==> src/rtl/decode_sequencer.sv <==
// -----------------------------------------------------------------------------
// decode_sequencer
//
// Decode-stage front end. Fetched instructions arrive over a valid/ready
// handshake and are classified by opcode into an immediate format. The
// immediate is extended on the way in, so each buffered entry is stored fully
// decoded. A 2-entry skid buffer (output register plus skid register) keeps
// in_ready a function of registered state only. Fetch back-pressure therefore
// never has a combinational path from out_ready.
//
// Ports
//   clk          rising-edge clock
//   rst          synchronous active-high reset (empties the buffer, clears data)
//   flush        discard every buffered entry and any offered instruction
//   in_valid     fetch offers in_inst / in_pc
//   in_ready     decode can take an instruction (state != FULL)
//   in_inst      raw instruction word
//   in_pc        PC of in_inst
//   out_valid    decoded entry available (state != EMPTY)
//   out_ready    execute accepts the entry
//   out_inst     instruction word of the head entry
//   out_pc       PC of the head entry
//   out_op_type  immediate format: I=0, S=2, B=3, U=4, J=5, R=6
//   out_imm      extended immediate for out_op_type
//   out_illegal  opcode not recognised
// -----------------------------------------------------------------------------
module decode_sequencer #(
  parameter int XLEN = 32  // only 32 is supported
) (
  input  logic            clk,
  input  logic            rst,
  input  logic            flush,
  input  logic            in_valid,
  output logic            in_ready,
  input  logic [XLEN-1:0] in_inst,
  input  logic [XLEN-1:0] in_pc,
  output logic            out_valid,
  input  logic            out_ready,
  output logic [XLEN-1:0] out_inst,
  output logic [XLEN-1:0] out_pc,
  output logic [2:0]      out_op_type,
  output logic [XLEN-1:0] out_imm,
  output logic            out_illegal
);

  localparam logic [2:0] FMT_I = 3'd0;
  localparam logic [2:0] FMT_S = 3'd2;
  localparam logic [2:0] FMT_B = 3'd3;
  localparam logic [2:0] FMT_U = 3'd4;
  localparam logic [2:0] FMT_J = 3'd5;
  localparam logic [2:0] FMT_R = 3'd6;

  localparam logic [6:0] OPC_LOAD   = 7'b0000011;
  localparam logic [6:0] OPC_OPIMM  = 7'b0010011;
  localparam logic [6:0] OPC_JALR   = 7'b1100111;
  localparam logic [6:0] OPC_SYSTEM = 7'b1110011;
  localparam logic [6:0] OPC_STORE  = 7'b0100011;
  localparam logic [6:0] OPC_BRANCH = 7'b1100011;
  localparam logic [6:0] OPC_LUI    = 7'b0110111;
  localparam logic [6:0] OPC_AUIPC  = 7'b0010111;
  localparam logic [6:0] OPC_JAL    = 7'b1101111;
  localparam logic [6:0] OPC_OP     = 7'b0110011;

  typedef struct packed {
    logic [XLEN-1:0] inst;
    logic [XLEN-1:0] pc;
    logic [2:0]      op_type;
    logic [XLEN-1:0] imm;
    logic            illegal;
  } entry_t;

  // Value both storage registers take on reset.
  localparam entry_t RESET_ENTRY = '{
    inst:    '0,
    pc:      '0,
    op_type: FMT_R,
    imm:     '0,
    illegal: 1'b0
  };

  typedef enum logic [1:0] {
    ST_EMPTY = 2'd0,
    ST_ONE   = 2'd1,
    ST_FULL  = 2'd2
  } state_t;

  // Immediate extender; R-format (and anything unrecognised) yields zero.
  function automatic logic [XLEN-1:0] ext_imm(input logic [2:0]      fmt,
                                              input logic [XLEN-1:0] inst);
    logic [XLEN-1:0] imm;
    imm = '0;
    case (fmt)
      FMT_I: imm = {{20{inst[31]}}, inst[31:20]};
      FMT_S: imm = {{20{inst[31]}}, inst[31:25], inst[11:7]};
      FMT_B: imm = {{19{inst[31]}}, inst[31], inst[7], inst[30:25], inst[11:8], 1'b0};
      FMT_U: imm = {inst[31:12], 12'b0};
      FMT_J: imm = {{11{inst[31]}}, inst[31], inst[19:12], inst[20], inst[30:21], 1'b0};
      default: imm = '0;
    endcase
    return imm;
  endfunction

  // Classify the opcode and build a complete decoded entry.
  function automatic entry_t decode_entry(input logic [XLEN-1:0] inst,
                                          input logic [XLEN-1:0] pc);
    entry_t e;
    e.inst    = inst;
    e.pc      = pc;
    e.op_type = FMT_R;
    e.illegal = 1'b0;
    case (inst[6:0])
      OPC_LOAD, OPC_OPIMM, OPC_JALR, OPC_SYSTEM: e.op_type = FMT_I;
      OPC_STORE:                                 e.op_type = FMT_S;
      OPC_BRANCH:                                e.op_type = FMT_B;
      OPC_LUI, OPC_AUIPC:                        e.op_type = FMT_U;
      OPC_JAL:                                   e.op_type = FMT_J;
      OPC_OP:                                    e.op_type = FMT_R;
      default: begin
        e.op_type = FMT_R;
        e.illegal = 1'b1;
      end
    endcase
    e.imm = ext_imm(e.op_type, inst);
    return e;
  endfunction

  state_t state_q, state_d;
  entry_t out_q,   out_d;
  entry_t skid_q,  skid_d;
  entry_t in_dec;
  logic   acc;
  logic   pop;

  // Handshake flags depend only on the registered state.
  assign in_ready  = (state_q != ST_FULL);
  assign out_valid = (state_q != ST_EMPTY);

  assign acc    = in_valid  & in_ready;
  assign pop    = out_valid & out_ready;
  assign in_dec = decode_entry(in_inst, in_pc);

  always_comb begin
    state_d = state_q;
    out_d   = out_q;
    skid_d  = skid_q;
    case (state_q)
      ST_EMPTY: begin
        if (acc) begin
          state_d = ST_ONE;
          out_d   = in_dec;
        end
      end
      ST_ONE: begin
        if (acc && !pop) begin
          state_d = ST_FULL;
          skid_d  = in_dec;
        end else if (acc && pop) begin
          out_d = in_dec;
        end else if (pop) begin
          state_d = ST_EMPTY;
        end
      end
      ST_FULL: begin
        // in_ready is low here, so only a pop can happen.
        if (pop) begin
          state_d = ST_ONE;
          out_d   = skid_q;
        end
      end
      default: state_d = ST_EMPTY;
    endcase
    // Flush empties the buffer; the offered instruction is dropped and the
    // stale data registers are left as they are (out_valid masks them).
    if (flush) begin
      state_d = ST_EMPTY;
      out_d   = out_q;
      skid_d  = skid_q;
    end
  end

  always_ff @(posedge clk) begin
    if (rst) begin
      state_q <= ST_EMPTY;
      out_q   <= RESET_ENTRY;
      skid_q  <= RESET_ENTRY;
    end else begin
      state_q <= state_d;
      out_q   <= out_d;
      skid_q  <= skid_d;
    end
  end

  assign out_inst    = out_q.inst;
  assign out_pc      = out_q.pc;
  assign out_op_type = out_q.op_type;
  assign out_imm     = out_q.imm;
  assign out_illegal = out_q.illegal;

endmodule

==> config.mk <==
export PLATFORM = sky130hd
export DESIGN_NAME = decode_sequencer
export DESIGN_NICKNAME = d
export VERILOG_FILES = /design/src/rtl/decode_sequencer.sv
export SDC_FILE = /design/constraint.sdc
export NUM_CORES = 1
export LEC_CHECK = 0
export CORE_MARGIN = 3
export CORE_UTILIZATION = 50
export CTS_CLUSTER_SIZE = 30
export DETAILED_ROUTE_END_ITERATION = 16
export GPL_ROUTABILITY_DRIVEN = 1
export PLACE_DENSITY = 0.78
export SLEW_MARGIN = 5
export SYNTH_ARGS = -nofsm -noshare
export SYNTH_HDL_FRONTEND = slang
export SYNTH_SLANG_ARGS = --single-unit
==> constraint.sdc <==
create_clock -name clk -period 4.5 [get_ports clk]
set_input_delay 1.35 -clock clk [delete_from_list [all_inputs] [get_ports clk]]
set_output_delay 1.35 -clock clk [all_outputs]
set_load 0.01 [all_outputs]
Word-level counts from Yosys, hierarchy flattened
Cells that the tools add are included.
{"block": "classes", "n_eq_ne": 23, "n_mux": 14, "bitwise_logic": 3, "n_reduce_logical": 14}
{"cell": "$mux 100", "n": 4}
{"cell": "$pmux 100 s3", "n": 1}
{"cell": "$pmux 32 s5", "n": 1}
{"cell": "$eq 7x7->1 const B", "n": 4}
{"cell": "$eq 7x6->1 const B", "n": 3}
{"cell": "$pmux 3 s5", "n": 1}
{"cell": "$eq 7x5->1 const B", "n": 2}
{"cell": "$mux 2", "n": 5}
{"cell": "$ne 2x2->1 const B", "n": 5}
{"cell": "$reduce_or 10->1", "n": 1}
{"cell": "$eq 7x2->1 const B", "n": 1}
{"cell": "$eq 3x2->1 const B", "n": 2}
{"cell": "$eq 3x3->1 const B", "n": 2}
{"cell": "$ne 3x3->1 const B", "n": 2}
{"cell": "$pmux 2 s3", "n": 1}
{"cell": "$reduce_and 6->1", "n": 1}
{"cell": "$reduce_and 4->1", "n": 1}
{"cell": "$reduce_or 2->1", "n": 2}
{"cell": "$reduce_or 4->1", "n": 1}
{"cell": "$logic_not 3->1", "n": 1}
{"cell": "$reduce_and 3->1", "n": 1}
{"cell": "$reduce_bool 3->1", "n": 1}
{"cell": "$and 1x1->1", "n": 2}
{"cell": "$eq 2x1->1 const B", "n": 1}
{"cell": "7 further kinds", "n": 8}
{"block": "totals", "reg_bits": 202, "in_bits": 69}

Longest topological paths before layout
Gate-level depths: netlist of the first run.
{"block": "logic_depth", "depth_word": 8, "mapped_depth": 14, "depth_no_buf": 9}

Worst setup path before layout of the first run
Ideal clock, no wire load.
{"block": "synth_timing", "path_kind": "input to register", "start": "input port in_inst[2]", "end": "register out_q, in the netlist out_imm[21]", "setup_ns": 0.152, "arrival_time_ns": 3.705, "required_time_ns": 4.348, "slack_ns": 0.643, "stages": 14, "n_path_buf": 5, "path_cell_list": "buf_6 and3_1 buf_4 o21a_1 buf_6 inv_2 buf_6 ha_1 inv_1 nor4_4 nor2_2 a311oi_2 buf_4 a221oi_2"}
{"block": "synth_between", "elab_chain_cells": 8}
{"item": "from (decl)", "line": "35", "source": "input logic [XLEN-1:0] in_inst,"}
{"item": "$eq 7x2->1, or another cell as far along", "line": "111", "source": "case (inst[6:0])"}
{"item": "$reduce_or 4->1 / $reduce_or 2->1 (equally long branches)", "line": "111"}
{"item": "$pmux 3 s5 (*)", "line": "111"}
{"item": "$eq 3x3->1, or another cell as far along", "line": "92", "source": "case (fmt)"}
{"item": "$pmux 32 s5 (*)", "line": "92"}
{"item": "$mux 100", "line": "157", "source": "end else if (acc && pop) begin"}
{"item": "$mux 100", "line": "154", "source": "if (acc && !pop) begin"}
{"item": "$pmux 100 s3 (*)", "line": "146", "source": "case (state_q)"}
{"item": "to (signal assigned)", "line": "188", "source": "out_q <= out_d;"}
{"item": "to (decl)", "line": "128", "source": "entry_t out_q, out_d;"}
Every way passes the cells marked *; elsewhere a longest branch is shown, timed or not. The select of a mux whose other input is x is not followed.
A chain may end at the register's enable or synchronous reset.

Worst setup path in the final report of the first run
{"block": "layout_timing", "start": "input port in_inst[3]", "end": "register out_q, in the netlist out_imm[20]"}
The elaborated chain is that of the path after synthesis.

==> impl_results.md, run 1 <==
- Synth Area in Simple Gates: 0.253
- TNS Setup: 0 ns
- XOR/XNOR Fraction of Synth Area: 0.00101
- First-pass GRT wire length: 38300 µm
- Slew HR: 0.287
- Synth Area in Compound Gates: 0.223
- Pin count of the biggest net entering global routing: 96
- Most frequent cells in the layout: nand2_1 (305), dfxtp_1 (202), clkdlybuf4s50_1 (169)
- Port Buf Inserts: between 150 and 200
- Final hold violations: 0
- Nets@finish: roughly 1.3k
- Final Cycle Share: 0.848
- Initial Util: 0.517
- Mapped Avg Cell Area: about 8.0 µm²
- Outcome: finished, final reports clean
- Critical path class: input port to flop
- Antenna Cells: 0
- Worst Tran Pin Value: roughly 1.1 ns
- Worst Setup SP: in_inst[3]
- CTS Buffer Depth: 3
- Drt pass-1 iters: 5
- Post-DR vias/cell: 5.68
- Leakage Power: ~0.0038 µW
- Total die area: 0.0190 mm²
- Die H: between 100 and 150 µm
- Resized cells post-CTS: 0
- Antenna violations before repair: 0
- Hold wc startpoint: skid_q[11]
- Residual DRC: 0
- Sequential area share after synthesis: 0.466
- Yosys Warn Count: 0
- ANT nets after route: 0
- Post-CTS Setup Bufs: 0
- TritonCTS Buffers: 21
- Pwr/cell area: 365 mW/mm²
- Total core area: 0.0168 mm²
- Vias in the first global route: between 7k and 8k
- Mux contribution to synthesized area: 0
- Worst-Skew Late Latency: 0.49 ns
- WL met1: around 11000 µm
- DR WL/cell: about 17 µm
- Worst min-delay path class: flop to flop
- Commonest non-fill, non-tap cell in the layout: nand2_1
- Post-synth EDFFs: 0
- Gpl congestion: around 0.9
- FMAX: 0.262 GHz
- Ports: 171
- Post-synthesis async set-or-reset flop share: 0
- Post-synth net total: 1151
- Startpoint types: input port
- Max cap viols: 0
- Final Skew: 0.00966 ns
- Total congestion overflow: 0
- VDD IR max: between 0.0002 and 0.00025 V
- WP data arrival: 4.16 ns
- R2R Setup Slk: around 2.0 ns
- Unrepaired setup endpoints after global routing: no
- Max FO, Critical Path: 11
- Reg2reg start: state_q[0]
- Vias: 8116
- Min cycle time layout: 3.82 ns
- Adder-cell share of the synthesized area: 0.00144
- # setup viols final: 0
- Overall Power: 4050 µW
- CTS tree: done
- Dpl hpwl: roughly 15000 µm
- Clk root buf: clkbuf_16
- Synth Cell Area: 0.00867 mm²
- All-Layer GR Usage: 0.247
- Max Transition Viols Final: 0
- Row count: 47
- Synth unique cells: 59
- CTS sink count: 202
- DR WL met3: 1610 µm
- Synth Register Bits: 202
- Nature of the critical path endpoint: flop
- CTS H-tree depth: 1
- Top_reg_cell synth: dfxtp_1
- Iter 0 DRT Violations: about 560
- Routed WL: 24000 µm
- Area Growth Syn to Fin: 28.1%
- Clk pin slew, worst setup/hold paths: 0.06 ns
- Critical Path RT: around 4.8 ns
- Gate Count Post-Synth: 1081
- Max Used Layer: met4
- Met2 WL: 11400 µm
- Hold Buf Count CTS: 0
- Share of cells above drive strength 1: 0.0760
- Largest family of logic cells by synthesized area: simple AND/OR/NAND/NOR gates
- Die W: 138 µm
-- worst max-delay path, cell delays in order --
cell and delay (ns):
clkdlybuf4s50_1 0.57, and4b_4 0.32, o21a_1 0.20, inv_2 0.06, ha_1 0.18, inv_1 0.12
nor4_4 0.57, nor2_2 0.11, a311oi_2 0.28, buf_4 0.28, a221oi_1 0.10
-- through the flow --
stage          std cells  utilization  worst slack, ns  hold WS [ns]  cell area [µm²]
4_1_cts             1430        0.663            0.699         0.454            11100
6_report            1430        0.663            0.684         0.450            11100
3_3_place_gp        1394        0.623            0.279         0.440            10400
2_1_floorplan       1081            -            0.643         0.432             8670
3_5_place_dp        1394        0.623            0.213         0.444            10400
5_1_grt             1430        0.663            0.462         0.468            11100
-- state kept, by name, summed over array words and instances (netlist names) --
register,cells
skid_q,100
out_imm,32
out_inst,32
out_pc,32
out_op_type,3
state_q,2
out_illegal,1
-- cell families after synthesis --
family          count (synthesis)
compound gates                278
simple gates                  491
buf+inv                       108
fa+ha+maj                       1
flops                         202
xor+xnor                        1
-- Yosys cell counts (2+ instances only) --
master / number / area (µm²)
a211oi_1: 17 / 128
o211ai_1: 11 / 82.6
a21oi_1: 117 / 586
buf_2: 13 / 65.1
nand2b_1: 4 / 25.0
a211oi_2: 2 / 25.0
a21o_1: 3 / 22.5
buf_1: 6 / 22.5
nand3_1: 11 / 55.1
nand2_1: 305 / 1140
o21ai_1: 9 / 45.0
a311oi_1: 65 / 569
o21ai_0: 25 / 125
inv_1: 6 / 22.5
o311ai_1: 4 / 35.0
and4b_4: 2 / 27.5
inv_2: 2 / 7.51
nor4_1: 5 / 31.3
nor2_1: 94 / 353
and4_1: 5 / 43.8
nor4b_2: 6 / 90.1
a221oi_2: 10 / 150
nor3_1: 12 / 60.1
nor3b_1: 4 / 30.0
clkbuf_1: 73 / 274
nand4_1: 18 / 113
dfxtp_1: 202 / 4040
or3_1: 3 / 18.8
nor4b_1: 6 / 52.6
buf_6: 5 / 56.3
a211o_1: 2 / 17.5
buf_4: 3 / 22.5
nor2b_1: 4 / 25.0
nand3b_1: 2 / 15.0
-- cell type report --
| type | instances | area [µm²] |
|---|---|---|
| Clock buffer | 28 | 592 |
| Timing Repair Buffer | 193 | 1910 |
| Fill cell | 1457 | 5650 |
| Inverter | 8 | 30.0 |
| Clock inverter | 8 | 71.3 |
| Tap cell | 220 | 275 |
| Multi-Input combinational cell | 771 | 4180 |
| Sequential cell | 202 | 4040 |
-- path summary, 6_finish.rpt --
kind | end | cells after the start
min reg2reg | skid_q[11] | 2
max | out_imm[20] | 11
max reg2reg | out_imm[15] | 8
min | skid_q[11] | 2
-- power breakdown --
part	internal [µW]	leakage [µW]	switching (µW)
clock	980	0.000329	696
combinational	235	0.00181	250
sequential	1860	0.00165	38.2
-- per-layer routing --
| metal | vias to the layer above | global-route usage |
|---|---|---|
| met1 | 3811 | 0.341 |
| met3 | 38 | 0.0435 |
| met2 | 241 | 0.400 |
| li1 | 4026 | - |
| met4 | 0 | 0.0626 |
| met5 | - | 0 |
No activity file was read; power rests on OpenSTA's default activity.
==> run 2, diff against run 1 <==
==> constraint.sdc (replaced) <==
create_clock -name clk -period 3.7 [get_ports clk]
set_input_delay 1.11 -clock clk [delete_from_list [all_inputs] [get_ports clk]]
set_output_delay 1.11 -clock clk [all_outputs]
set_load 0.01 [all_outputs]
==> run 2 against run 1 <==
Against the previous run:
- utilization rose by 2.3 points
- cell count rose by 2.7%
- worst hold slack improved by 0.0038 ns
- global-route usage rose by 0.84 points
- clock skew rose by 0.0070 ns
- sequential share of layout area fell by 1.2 points
- non-clock buffer count rose by 34
- critical endpoint is now out_imm[17]
==> impl_results.md, run 2 (synthesized netlist as in run 1, its figures left out) <==
- Gpl congestion: roughly 0.87
- Vias in the first global route: 7825
- Critical path class: input port to flop
- Min cycle time layout: 3.28 ns
- Post-DR vias/cell: 5.68
- Resized cells post-CTS: 0
- Antenna violations before repair: 0
- Clk pin slew, worst setup/hold paths: ~0.06 ns
- Share of cells above drive strength 1: 0.103
- Worst Tran Pin Value: 1.04 ns
- ANT nets after route: 0
- Ports: about 170
- Overall Power: 5180 µW
- Drt pass-1 iters: 6
- Total congestion overflow: 0
- Fin area: 0.0115 mm²
- # setup viols final: 0
- DR WL/cell: 16.9 µm
- Leakage Power: 0.00401 µW
- Largest register FFs: 100
- Startpoint types: input port
- Critical Path, Cell by Cell: clkdlybuf4s50_1 -> nand4bb_1 -> or2_1 -> ha_1 -> inv_1 -> nor2_1 -> buf_4 -> o41ai_4 -> buf_4 -> o21ai_1 -> a211oi_1
- FMAX: a little over 0.3 GHz
- CTS sink count: 202
- Final Cycle Share: 0.886
- CTS Buffer Depth: 3
- CTS tree: done
- Total core area: 0.0168 mm²
- Die H: roughly 140 µm
- Top delay family on crit path: buffers and inverters
- Row count: 47
- First-pass GRT wire length: ~40000 µm
- Iter 0 DRT Violations: 539
- Max cap viols: 0
- Critical Path RT: 4.10 ns
- Die W: 138 µm
- Max FO, Critical Path: 8
- Worst-Skew Late Latency: ~0.50 ns
- VDD IR max: ~0.00033 V
- TritonCTS Buffers: 22
- Total die area: around 0.019 mm²
- Outcome: finished, final reports clean
- Antenna Cells: 0
- Placed Area: between 0.01 and 0.015 mm²
- Unrepaired setup endpoints after global routing: no
- CTS H-tree depth: 1
- Register Area: between 0.004 and 0.005 mm²
- Area Growth Syn to Fin: 32.6%
- Nature of the critical path endpoint: flop
- Dpl hpwl: roughly 16000 µm
- Hold Buf Count CTS: 0
- Critical path's slowest cell: clkdlybuf4s50_1
- Routed WL: 24800 µm
- Post-CTS Setup Bufs: 0
- Pin count of the biggest net entering global routing: 104
- Final Skew: 0.0166 ns
- Clk root buf: clkbuf_16
- Most frequent cells in the layout: nand2_1 (305), dfxtp_1 (202), clkdlybuf4s50_1 (169)
- Share of the core filled with cells: 0.686
- Worst Path Buf+Inv: 4
- Pwr/cell area: 451 mW/mm²
- All-Layer GR Usage: 0.255
- Multi-input logic area: 0.00418 mm²
- Max incr delay on CP: 0.53 ns
- Residual DRC: 0
- Initial Util: 0.517
- Slew HR: 0.306
- Vias: 8335
- TNS Setup: 0 ns
- Final hold violations: 0
- Nets@finish: 1302
- Fill count: 1404
- Top reg by flops: skid_q
- Setup WS pre-CTS: -0.0710 ns
- Port Buf Inserts: 170
- WP data arrival: 3.68 ns
- Commonest non-fill, non-tap cell in the layout: nand2_1
- Fin worst setup slack: around 0.42 ns
- Max Transition Viols Final: 0
- Worst min-delay path class: flop to flop
- Cell mode on critical path: buf_4
-- run 2: report_power, final --
part | internal [µW] | switching (µW)
Sequential | 2260 | 47.7
Clock | 1380 | 872
Combinational | 311 | 315
-- run 2: final cells by class --
cell class	instances	area share
clock buffer	32	0.0574
clock inverter	8	0.00838
inverter	8	0.00261
multi-input combinational	771	0.364
sequential	202	0.352
tap	220	0.0239
timing repair buffer	227	0.192
-- run 2: metal layers --
metal | vias to the layer above | part of all wire | global-route usage
met5 | - | 0 | 0
li1 | 4100 | - | -
met4 | 0 | 0.022 | 0.0637
met2 | 292 | 0.48 | 0.425
met3 | 40 | 0.074 | 0.0526
met1 | 3903 | 0.42 | 0.338
-- run 2: worst reg2reg max path, delay by kind of cell, from the launching register on --
family,cells,cell delay [ns]
AO/OA/AOI/OAI,4,0.96
AND/OR/NAND/NOR,1,0.07
flip-flops,1,0.45
buffers and inverters,3,1.03
-- run 2: path summary, 6_finish.rpt --
check | endpoint | depth (start not counted) | from | slack (ns)
worst max-delay path | out_imm[17] | 11 | in_inst[3] | 0.42
worst max register to register | out_imm[17] | 8 | state_q[0] | 1.10
worst min-delay path | skid_q[39] | 2 | skid_q[39] | 0.45
worst min register to register | skid_q[39] | 2 | skid_q[39] | 0.45
-- run 2: stage by stage --
stage | instances | hold WS, ns
final | 1468 | 0.453
after global routing | 1468 | 0.468
after CTS | 1468 | 0.452
after detailed placement | 1428 | 0.443
after global placement | 1428 | 0.440
after floorplan | 1081 | 0.432
